===== src/rtl/inst_axi_rd_bridge.sv =====
// inst_axi_rd_bridge: SRAM-like instruction fetch port (req/addr_ok/data_ok)
// to AXI4 AR/R channels. Single-beat reads, one shared ID, up to OUTSTANDING
// reads in flight, returned strictly in order.
// Optional macro INST_BRIDGE_RRESP_CHK_EN adds inst_bus_err and zeroes
// inst_rdata on error beats.
module inst_axi_rd_bridge #(
    parameter int unsigned OUTSTANDING = 2,
    parameter logic [3:0]  ARID_VAL    = 4'd0
) (
    input  logic        clk,
    input  logic        resetn,
    input  logic        inst_req,
    input  logic        inst_wr,
    input  logic [1:0]  inst_size,
    input  logic [31:0] inst_addr,
    output logic        inst_addr_ok,
    output logic        inst_data_ok,
    output logic [31:0] inst_rdata,
`ifdef INST_BRIDGE_RRESP_CHK_EN
    output logic        inst_bus_err,
`endif
    output logic [3:0]  arid,
    output logic [31:0] araddr,
    output logic [2:0]  arsize,
    output logic        arvalid,
    input  logic        arready,
    input  logic [3:0]  rid,
    input  logic [31:0] rdata,
    input  logic [1:0]  rresp,
    input  logic        rlast,
    input  logic        rvalid,
    output logic        rready
);

    localparam logic [2:0] MAX_CNT = 3'(OUTSTANDING);

    logic [2:0] cnt;
    logic [2:0] cnt_eff;
    logic       ret;
    logic       accept;

    // A read retires on its only (last) beat; a slot freed this cycle can be
    // handed to a new request in the same cycle.
    assign rready       = (cnt != 3'd0);
    assign ret          = rvalid && rready && rlast;
    assign cnt_eff      = cnt - {2'b00, ret};
    assign accept       = resetn && inst_req && !inst_wr &&
                          (!arvalid || arready) && (cnt_eff < MAX_CNT);
    assign inst_addr_ok = accept;
    assign inst_data_ok = ret;
    assign arid         = ARID_VAL;

`ifdef INST_BRIDGE_RRESP_CHK_EN
    logic err;
    assign err          = ret && rresp[1];
    assign inst_bus_err = err;
    assign inst_rdata   = err ? 32'h0 : rdata;

    logic unused_in;
    assign unused_in    = ^{rid, rresp[0]};
`else
    assign inst_rdata   = rdata;

    logic unused_in;
    assign unused_in    = ^{rid, rresp};
`endif

    // AR register: load on accept, hold until arready, back-to-back reload
    always_ff @(posedge clk) begin
        if (!resetn) begin
            arvalid <= 1'b0;
            araddr  <= 32'h0;
            arsize  <= 3'd0;
        end else if (accept) begin
            arvalid <= 1'b1;
            araddr  <= inst_addr;
            arsize  <= {1'b0, inst_size};
        end else if (arready) begin
            arvalid <= 1'b0;
        end
    end

    // In-flight counter: accepted but not yet returned
    always_ff @(posedge clk) begin
        if (!resetn) begin
            cnt <= 3'd0;
        end else begin
            case ({accept, ret})
                2'b10:   cnt <= cnt + 3'd1;
                2'b01:   cnt <= cnt - 3'd1;
                default: cnt <= cnt;
            endcase
        end
    end

endmodule


===== config.mk =====
export PLATFORM = sky130hd
export DESIGN_NAME = inst_axi_rd_bridge
export DESIGN_NICKNAME = d
export VERILOG_FILES = /design/src/rtl/inst_axi_rd_bridge.sv
export SDC_FILE = /design/constraint.sdc
export NUM_CORES = 1
export LEC_CHECK = 0
export ABC_AREA = 1
export CAP_MARGIN = 10
export CELL_PAD_IN_SITES_DETAIL_PLACEMENT = 1
export CELL_PAD_IN_SITES_GLOBAL_PLACEMENT = 1
export CORE_ASPECT_RATIO = 1.1
export CORE_MARGIN = 5
export CORE_UTILIZATION = 23
export DETAILED_ROUTE_END_ITERATION = 6
export PLACE_DENSITY_LB_ADDON = 0.1
export RECOVER_POWER = 100
export SKIP_CTS_REPAIR_TIMING = 1
export SLEW_MARGIN = 15
export SYNTH_ARGS = -nofsm -noshare
export SYNTH_HDL_FRONTEND = slang
export SYNTH_SLANG_ARGS = --single-unit

===== constraint.sdc =====
create_clock -name clk -period 4.34 [get_ports clk]
set_input_delay 0.868 -clock clk [delete_from_list [all_inputs] [get_ports clk]]
set_output_delay 0.868 -clock clk [all_outputs]
set_load 0.02 [all_outputs]

Yosys cells after proc, flatten, opt, wreduce, memory -nomap -nowiden. Index checks and enable logic that the tools add are counted.

Output and inout port bits: 75. Bits in registers: 38. Memory bits (read-only): 0. Memories: 0. Bits in latches: 0. Word-level logic and storage cells: 25. RAM bits: 0. Bits of input ports: 79.

Bitwise gates (word level): 0. Multiply operators: 0. Div/mod/pow operators: 0. Eq/ne operators: 2. $lt $le $gt $ge: 1. Shifts and indexed selects: 0. Reduce and logical (&&, ||, !) cells: 12. Multiplexer cells: 3. Add/sub/neg operators: 3.

Operator list (number): 1-bit logical AND (6); 3-bit case mux with 2 select lines (1); 2-bit nonzero test (2); 3-bit by 1-bit adder with 3-bit output, second input constant (1); 3-bit by 2-bit < comparator with 1-bit output, second input constant (1); 3-bit nonzero test (1); 3-bit by 1-bit subtractor with 3-bit output (1); 3-bit by 1-bit subtractor with 3-bit output, second input constant (1); 2-bit by 1-bit equality test with 1-bit output, second input constant (1); 2-bit equality test, second input constant (1); 1-bit zero test (2); 1-bit 2-to-1 mux (2); 1-bit logical OR (1).

Longest topological paths before layout. Gate-level depths: netlist of the first run.

Depth in word-level cells: 8. Depth in mapped cells: 16. Gate-level depth less buffers: 16.

Least setup slack after synthesis of the first run. OpenSTA, ideal clock, no wires.

Path kind: input to output. Start point: in rvalid. End point: out inst_addr_ok. Data required time: 3.472 ns. Stages on the path: 8. Data arrival time: 1.923 ns. Buffers on the path: 1. Slack: 1.549 ns. Path through: inv_1 > nor4_1 > ha_1 > inv_1 > nand2_1 > nand3_1 > nor2_4 > buf_6.

Word-level cells in the longest chain between the ends: 5.

RTL lines: from (decl) (line 31) `input logic rvalid,`; 1-bit logical AND (2 in series) (line 45) `assign ret = rvalid && rready && rlast;`; 3-bit by 1-bit subtractor with 3-bit output (line 46) `assign cnt_eff = cnt - {2'b00, ret};`; 3-bit by 2-bit < comparator with 1-bit output (line 48) `(!arvalid || arready) && (cnt_eff < MAX_CNT);`; 1-bit logical AND (line 48); to (decl) (line 16) `output logic inst_addr_ok,`.

No other way between the ends.

Final worst setup path of the first run. Same ends and word-level chain as after synthesis.

==> results of run 1 <==
==> final cells by class <==
type | instances | area (um2)
clock inverters | 1 | 5.00
multi-input cells | 169 | 746
inverters | 48 | 180
clock buffers | 7 | 86.3
repair buffers | 81 | 796
flip-flops and latches | 38 | 761
well taps | 114 | 143
fillers | 1118 | 6020
==> power groups by stage <==
| stage | clock [mW] | combinational, mW | sequential [mW] |
|---|---|---|---|
| detailed placement | 0 | 0.254 | 0.399 |
| floorplan | 0 | 0.154 | 0.426 |
| CTS | 0.279 | 0.255 | 0.391 |
| finish | 0.258 | 0.235 | 0.389 |
| global route | 0.289 | 0.264 | 0.393 |
| global placement | 0 | 0.251 | 0.398 |
==> final timing paths <==
path,to,slack (ns),depth (start not counted)
max,inst_addr_ok,0.54,9
min,araddr[20],0.48,2
max reg2reg,cnt[2],1.30,15
min reg2reg,araddr[20],0.48,2
==> logic make-up (layout without fill, tap and decap cells) <==
logic type | after synthesis | after routing | synth area share
and+or+nand+nor | 154 | 154 | 0.317
buffers and inverters | 98 | 137 | 0.266
adders and majority gates | 3 | 3 | 0.0222
other | 1 | 5 | 0.00185
DFF | 38 | 38 | 0.376
AOI/OAI and AO/OA | 7 | 7 | 0.0173
==> worst min-delay path, delay by kind of cell (launching register included) <==
family           cells  cell delay, ns
flip-flops           1            0.33
AND/OR/NAND/NOR      2            0.12
==> state kept, by name (all words and copies together), names as in the netlist <==
name,count
araddr,32
cnt,3
arsize,2
arvalid,1
==> metal layers <==
metal | part of all wire | track usage | vias to the layer above
met5 | 0 | 0 | -
met4 | 0.011 | 0.0312 | 0
met3 | 0.062 | 0.0374 | 6
met2 | 0.49 | 0.180 | 48
met1 | 0.44 | 0.127 | 848
li1 | - | - | 936
==> layout by cell type, fill, tap and decap left out, drive strengths merged <==
| cell type | Yosys | final |
|---|---|---|
| inv | 48 | 48 |
| clkinv | 0 | 1 |
| buf | 49 | 3 |
| clkdlybuf4s50 | 0 | 39 |
| dlygate4sd3 | 0 | 38 |
| fa | 1 | 1 |
| o21ai | 3 | 3 |
| dfxtp | 38 | 38 |
| nor4 | 1 | 1 |
| nor2 | 73 | 73 |
| nand3 | 35 | 35 |
| a21oi | 4 | 4 |
| nor3 | 3 | 3 |
| conb | 1 | 5 |
| nand2 | 42 | 42 |
| ha | 2 | 2 |
| clkbuf | 1 | 8 |
==> stage by stage <==
stage / instances / area [um2] / worst slack [ns] / hold slack, ns / power [mW]
finish: 458 / 2720 / 0.535 / 0.483 / 0.882
global route: 458 / 2720 / 0.240 / 0.504 / 0.946
CTS: 458 / 2730 / 0.550 / 0.491 / 0.925
detailed placement: 450 / 2640 / 0.554 / 0.474 / 0.653
global placement: 450 / 2640 / 0.588 / 0.463 / 0.649
floorplan: 305 / 2040 / 1.55 / 0.456 / 0.580
==> impl_metrics.tcl, run 1 <==
set metrics [dict create \
    clock_sinks 38 \
    grt_pass1_vias 1821 \
    cp_cell_sequence "clkdlybuf4s50_1 -> inv_1 -> nor4_1 -> ha_1 -> inv_1 -> nand2_1 -> nand3_1 -> nor2_1 -> dlygate4sd3_1" \
    ys_types 21 \
    relSlewSlack 0.450 \
    htreeDepth 2 \
    drt_pass1_iterations 3 \
    clockRootBuffer "clkbuf_8" \
    fin_crit_sh 0.877 \
    irDropWorstVdd_mv 0.0986 \
    finalNetCount 425 \
    hp-class "flip-flop to flip-flop" \
    cp.buffers_inverters 4 \
    critical_path_class "input pin to primary output" \
    path_max_fanout 2 \
    clk_pin_slew_worst_paths_ns 0.08 \
    period_minus_slack_ns 3.80 \
    synth_area_leaders "dfxtp_1 (38%), buf_4 (14%), nor2_1 (13%)" \
    seqPwrFrac 0.441 \
    antenna_found_initial 0 \
    boundaryPins 154 \
    drc 0 \
    cts_tree "built" \
    seq_area_frac_synth 0.376 \
    initial_core_util 0.232 \
    synth_flop_cell "dfxtp_1" \
    clock_path_buffers 2 \
    grt_max_degree 39 \
    cp-end-kind "primary output" \
    yosysTopAreaCellShare 0.376 \
    synth_common_cells "nor2_1 (71), inv_1 (46), nand2_1 (42)" \
    grt_first_pass_wirelength_um 9040 \
    max_cap_violations 0 \
    critPathRequiredTime_ns 3.47 \
    crit_path_start "rvalid" \
    globalplace.congestion 0.648 \
    p_switching_uw 275 \
    clkPwrFrac 0.293 \
    fmax_ghz 0.263 \
    async_reset_ff_frac 0 \
    diodes 0 \
    swShare 0.311 \
    skew_ns 0.00428 \
    hp-start "araddr[20]" \
    crit_top_cell "inv_1" \
    insertion_delay_ns 0.29 \
    gr-total-overflow 0 \
    ys_seq_elements 38 \
    hold_violations 0 \
    avgSynthCellArea_um2 6.73 \
    combPwrFrac 0.266 \
    yosysTopAreaCell "dfxtp_1" \
    setup_viol 0 \
    tns_ns 0 \
    drtAntennaViolNets 0 \
    postLayoutCoreUtil 0.311 \
    p_leak_nw 1.35 \
    die_w_um 99.5 \
    area.growth.synth_to_final_pct 34.1 \
    synth_area_um2 2030 \
    cp_slowest_stage_delay_ns 0.70 \
    die_area_um2 10800 \
    worst_path_dominant_cell_family "buffers and inverters" \
    wl_um 5530 \
    synth_most_common_cell "nor2_1" \
    track_usage 0.107 \
    dpl.hpwl_um 3850 \
    placementRows 36 \
    slowest_stage "dlygate4sd3_1" \
    ys_warn_count 0 \
    drtIter0Drc 38 \
    worst_setup_path_start_kind "input pin" \
    reg2reg_from "cnt[0]" \
    via_per_inst 4.01 \
    netlist_instances 301 \
    final_max_slew_viol_count 0 \
    vias 1838 \
    avgRoutedWirePerCell_um 12.1 \
    port_buffers 78 \
    die_h_um 108 \
    drive_above_1_share 0.0436 \
    core_um2 8740 \
    status "finished clean" \
    p_per_area_nw_per_um2 325 \
    synth-edff-count 0 \
    tightest_slew_ns 0.823 \
    worst-endpoint-arrival_ns 2.94 \
    cts_buffers 5 \
    p_int_uw 608 \
    rsz0062_at_grt "no" \
]
No activity file was read; power rests on OpenSTA's default activity.
==> run 2: changes to the inputs <==
--- a/config.mk
+++ b/config.mk
@@ -12,6 +12,7 @@
 export CORE_ASPECT_RATIO = 1.1
 export CORE_MARGIN = 5
 export CORE_UTILIZATION = 23
+export CTS_CLUSTER_SIZE = 40
 export DETAILED_ROUTE_END_ITERATION = 6
 export PLACE_DENSITY_LB_ADDON = 0.1
 export RECOVER_POWER = 100
==> results of run 2 <==
Same layout as run 1: the final DEF is identical, and so are final timing and power.
==> run 3: changes to the inputs <==
==> constraint.sdc (replaced) <==
create_clock -name clk -period 4.34 [get_ports clk]
set_input_delay 0.868 -clock clk [delete_from_list [all_inputs] [get_ports clk]]
set_output_delay 0.868 -clock clk [all_outputs]
set_load 0.005 [all_outputs]
==> impl_metrics.tcl, run 3 (synthesis gave the netlist of run 1 again) <==
set metrics [dict create \
    dpl.hpwl_um 3860 \
    crit_top_cell "inv_1" \
    period_minus_slack_ns 3.72 \
    wl_um 5520 \
    avgRoutedWirePerCell_um 12.0 \
    p_switching_uw 239 \
    clkPwrFrac 0.302 \
    hold_violations 0 \
    swShare 0.282 \
    p_int_uw 607 \
    max_cap_violations 0 \
    fin_crit_sh 0.858 \
    worst_setup_path_start_kind "input pin" \
    boundaryPins 154 \
    tns_ns 0 \
    gr-total-overflow 0 \
    worst-endpoint-arrival_ns 2.85 \
    htreeDepth 2 \
    total_power_uw 845 \
    critPathRequiredTime_ns 3.47 \
    worst_path_dominant_cell_family "buffers and inverters" \
    cp.buffers_inverters 4 \
    cts_buffers 5 \
    wl_met1_um 2420 \
    clk_pin_slew_worst_paths_ns 0.07 \
    final_cells 458 \
    die_area_um2 10800 \
    track_usage 0.106 \
    hp-class "flip-flop to flip-flop" \
    place_area_um2 2640 \
    globalplace.congestion 0.660 \
    combPwrFrac 0.238 \
    rsz0062_at_grt "no" \
    finalNetCount 425 \
    clock_sinks 38 \
    grt_pass1_vias 1865 \
    diodes 0 \
    cp_cell_sequence "clkdlybuf4s50_1 -> inv_1 -> nor4_1 -> ha_1 -> inv_1 -> nand2_1 -> nand3_1 -> nor2_1 -> dlygate4sd3_1" \
    critical_path_class "input pin to primary output" \
    final_max_slew_viol_count 0 \
    path_max_fanout 2 \
    vias 1837 \
    max_flop_register "araddr" \
    seqPwrFrac 0.460 \
    tightest_slew_ns 0.828 \
    initial_core_util 0.232 \
    largest_reg_flops 32 \
    skew_ns 0.00498 \
    drtAntennaViolNets 0 \
    postLayoutCellArea_um2 2720 \
    grt_max_degree 39 \
    mostFrequentLayoutCell "nor2_1" \
    port_buffers 78 \
    via_per_inst 4.01 \
    antenna_found_initial 0 \
    drt_pass1_iterations 3 \
    drive_above_1_share 0.0436 \
    die_w_um 99.5 \
    cp_slowest_stage_delay_ns 0.60 \
    insertion_delay_ns 0.29 \
    wl_met2_um 2630 \
    relSlewSlack 0.447 \
    clock_path_buffers 2 \
    cts_tree "built" \
    area.growth.synth_to_final_pct 34.1 \
    clockRootBuffer "clkbuf_8" \
    final_cell_mix "nor2_1 (72), inv_1 (46), nand2_1 (42)" \
    slowest_stage "dlygate4sd3_1" \
    grt_first_pass_wirelength_um 9030 \
    p_per_area_nw_per_um2 311 \
    p_leak_nw 1.35 \
    setup_viol 0 \
    highest_layer "met4" \
    placementRows 36 \
    irDropWorstVdd_mv 0.113 \
    reg.largest.list "araddr (32), cnt (3), arsize (2)" \
    fmax_ghz 0.269 \
    drc 0 \
    die_h_um 108 \
    status "finished clean" \
    drtIter0Drc 30 \
    core_um2 8740 \
    met3_length_um 432 \
    cp-end-kind "primary output" \
    placed_cells 450 \
]
## run 3: per-stage QoR
| stage | hold WS (ns) | setup slack [ns] | util |
|---|---|---|---|
| finish | 0.481 | 0.617 | 0.311 |
| global route | 0.509 | 0.300 | 0.311 |
| CTS | 0.491 | 0.678 | 0.312 |
| detailed placement | 0.476 | 0.603 | 0.302 |
| global placement | 0.463 | 0.647 | 0.302 |
| floorplan | 0.456 | 1.57 | - |
## run 3: final cells by class
cell class	instances	area, um2
clock buffer	7	86.3
clock inverter	1	5.00
fill	1089	6020
inverter	48	180
multi-input combinational	169	746
sequential	38	761
tap	114	143
timing repair buffer	81	796
## run 3: worst min-delay path, cell delays in order (launching register included)
cell,delay (ns)
dfxtp_1,0.33
nor2_1,0.04
nor2_1,0.08
## run 3: per-layer routing
layer  global-route usage  vias up
li1                     -      934
met1                0.126      847
met2                0.173       50
met3               0.0471        6
met4               0.0312        0
met5                    0        -
## run 3: worst paths after layout
kind / startpoint / end / slack, ns / cells past startpoint
hold / removal: araddr[20] / araddr[20] / 0.48 / 2
hold reg to reg: araddr[20] / araddr[20] / 0.48 / 2
setup / recovery: rvalid / inst_addr_ok / 0.62 / 9
setup reg to reg: cnt[0] / cnt[2] / 1.26 / 15
## run 3: power by group through the flow
| stage | Combinational (mW) | Clock, mW | Sequential (mW) |
|---|---|---|---|
| floorplan | 0.128 | 0 | 0.399 |
| global placement | 0.216 | 0 | 0.398 |
| finish | 0.201 | 0.255 | 0.389 |
| global route | 0.229 | 0.286 | 0.394 |
| detailed placement | 0.219 | 0 | 0.399 |
| CTS | 0.220 | 0.271 | 0.391 |
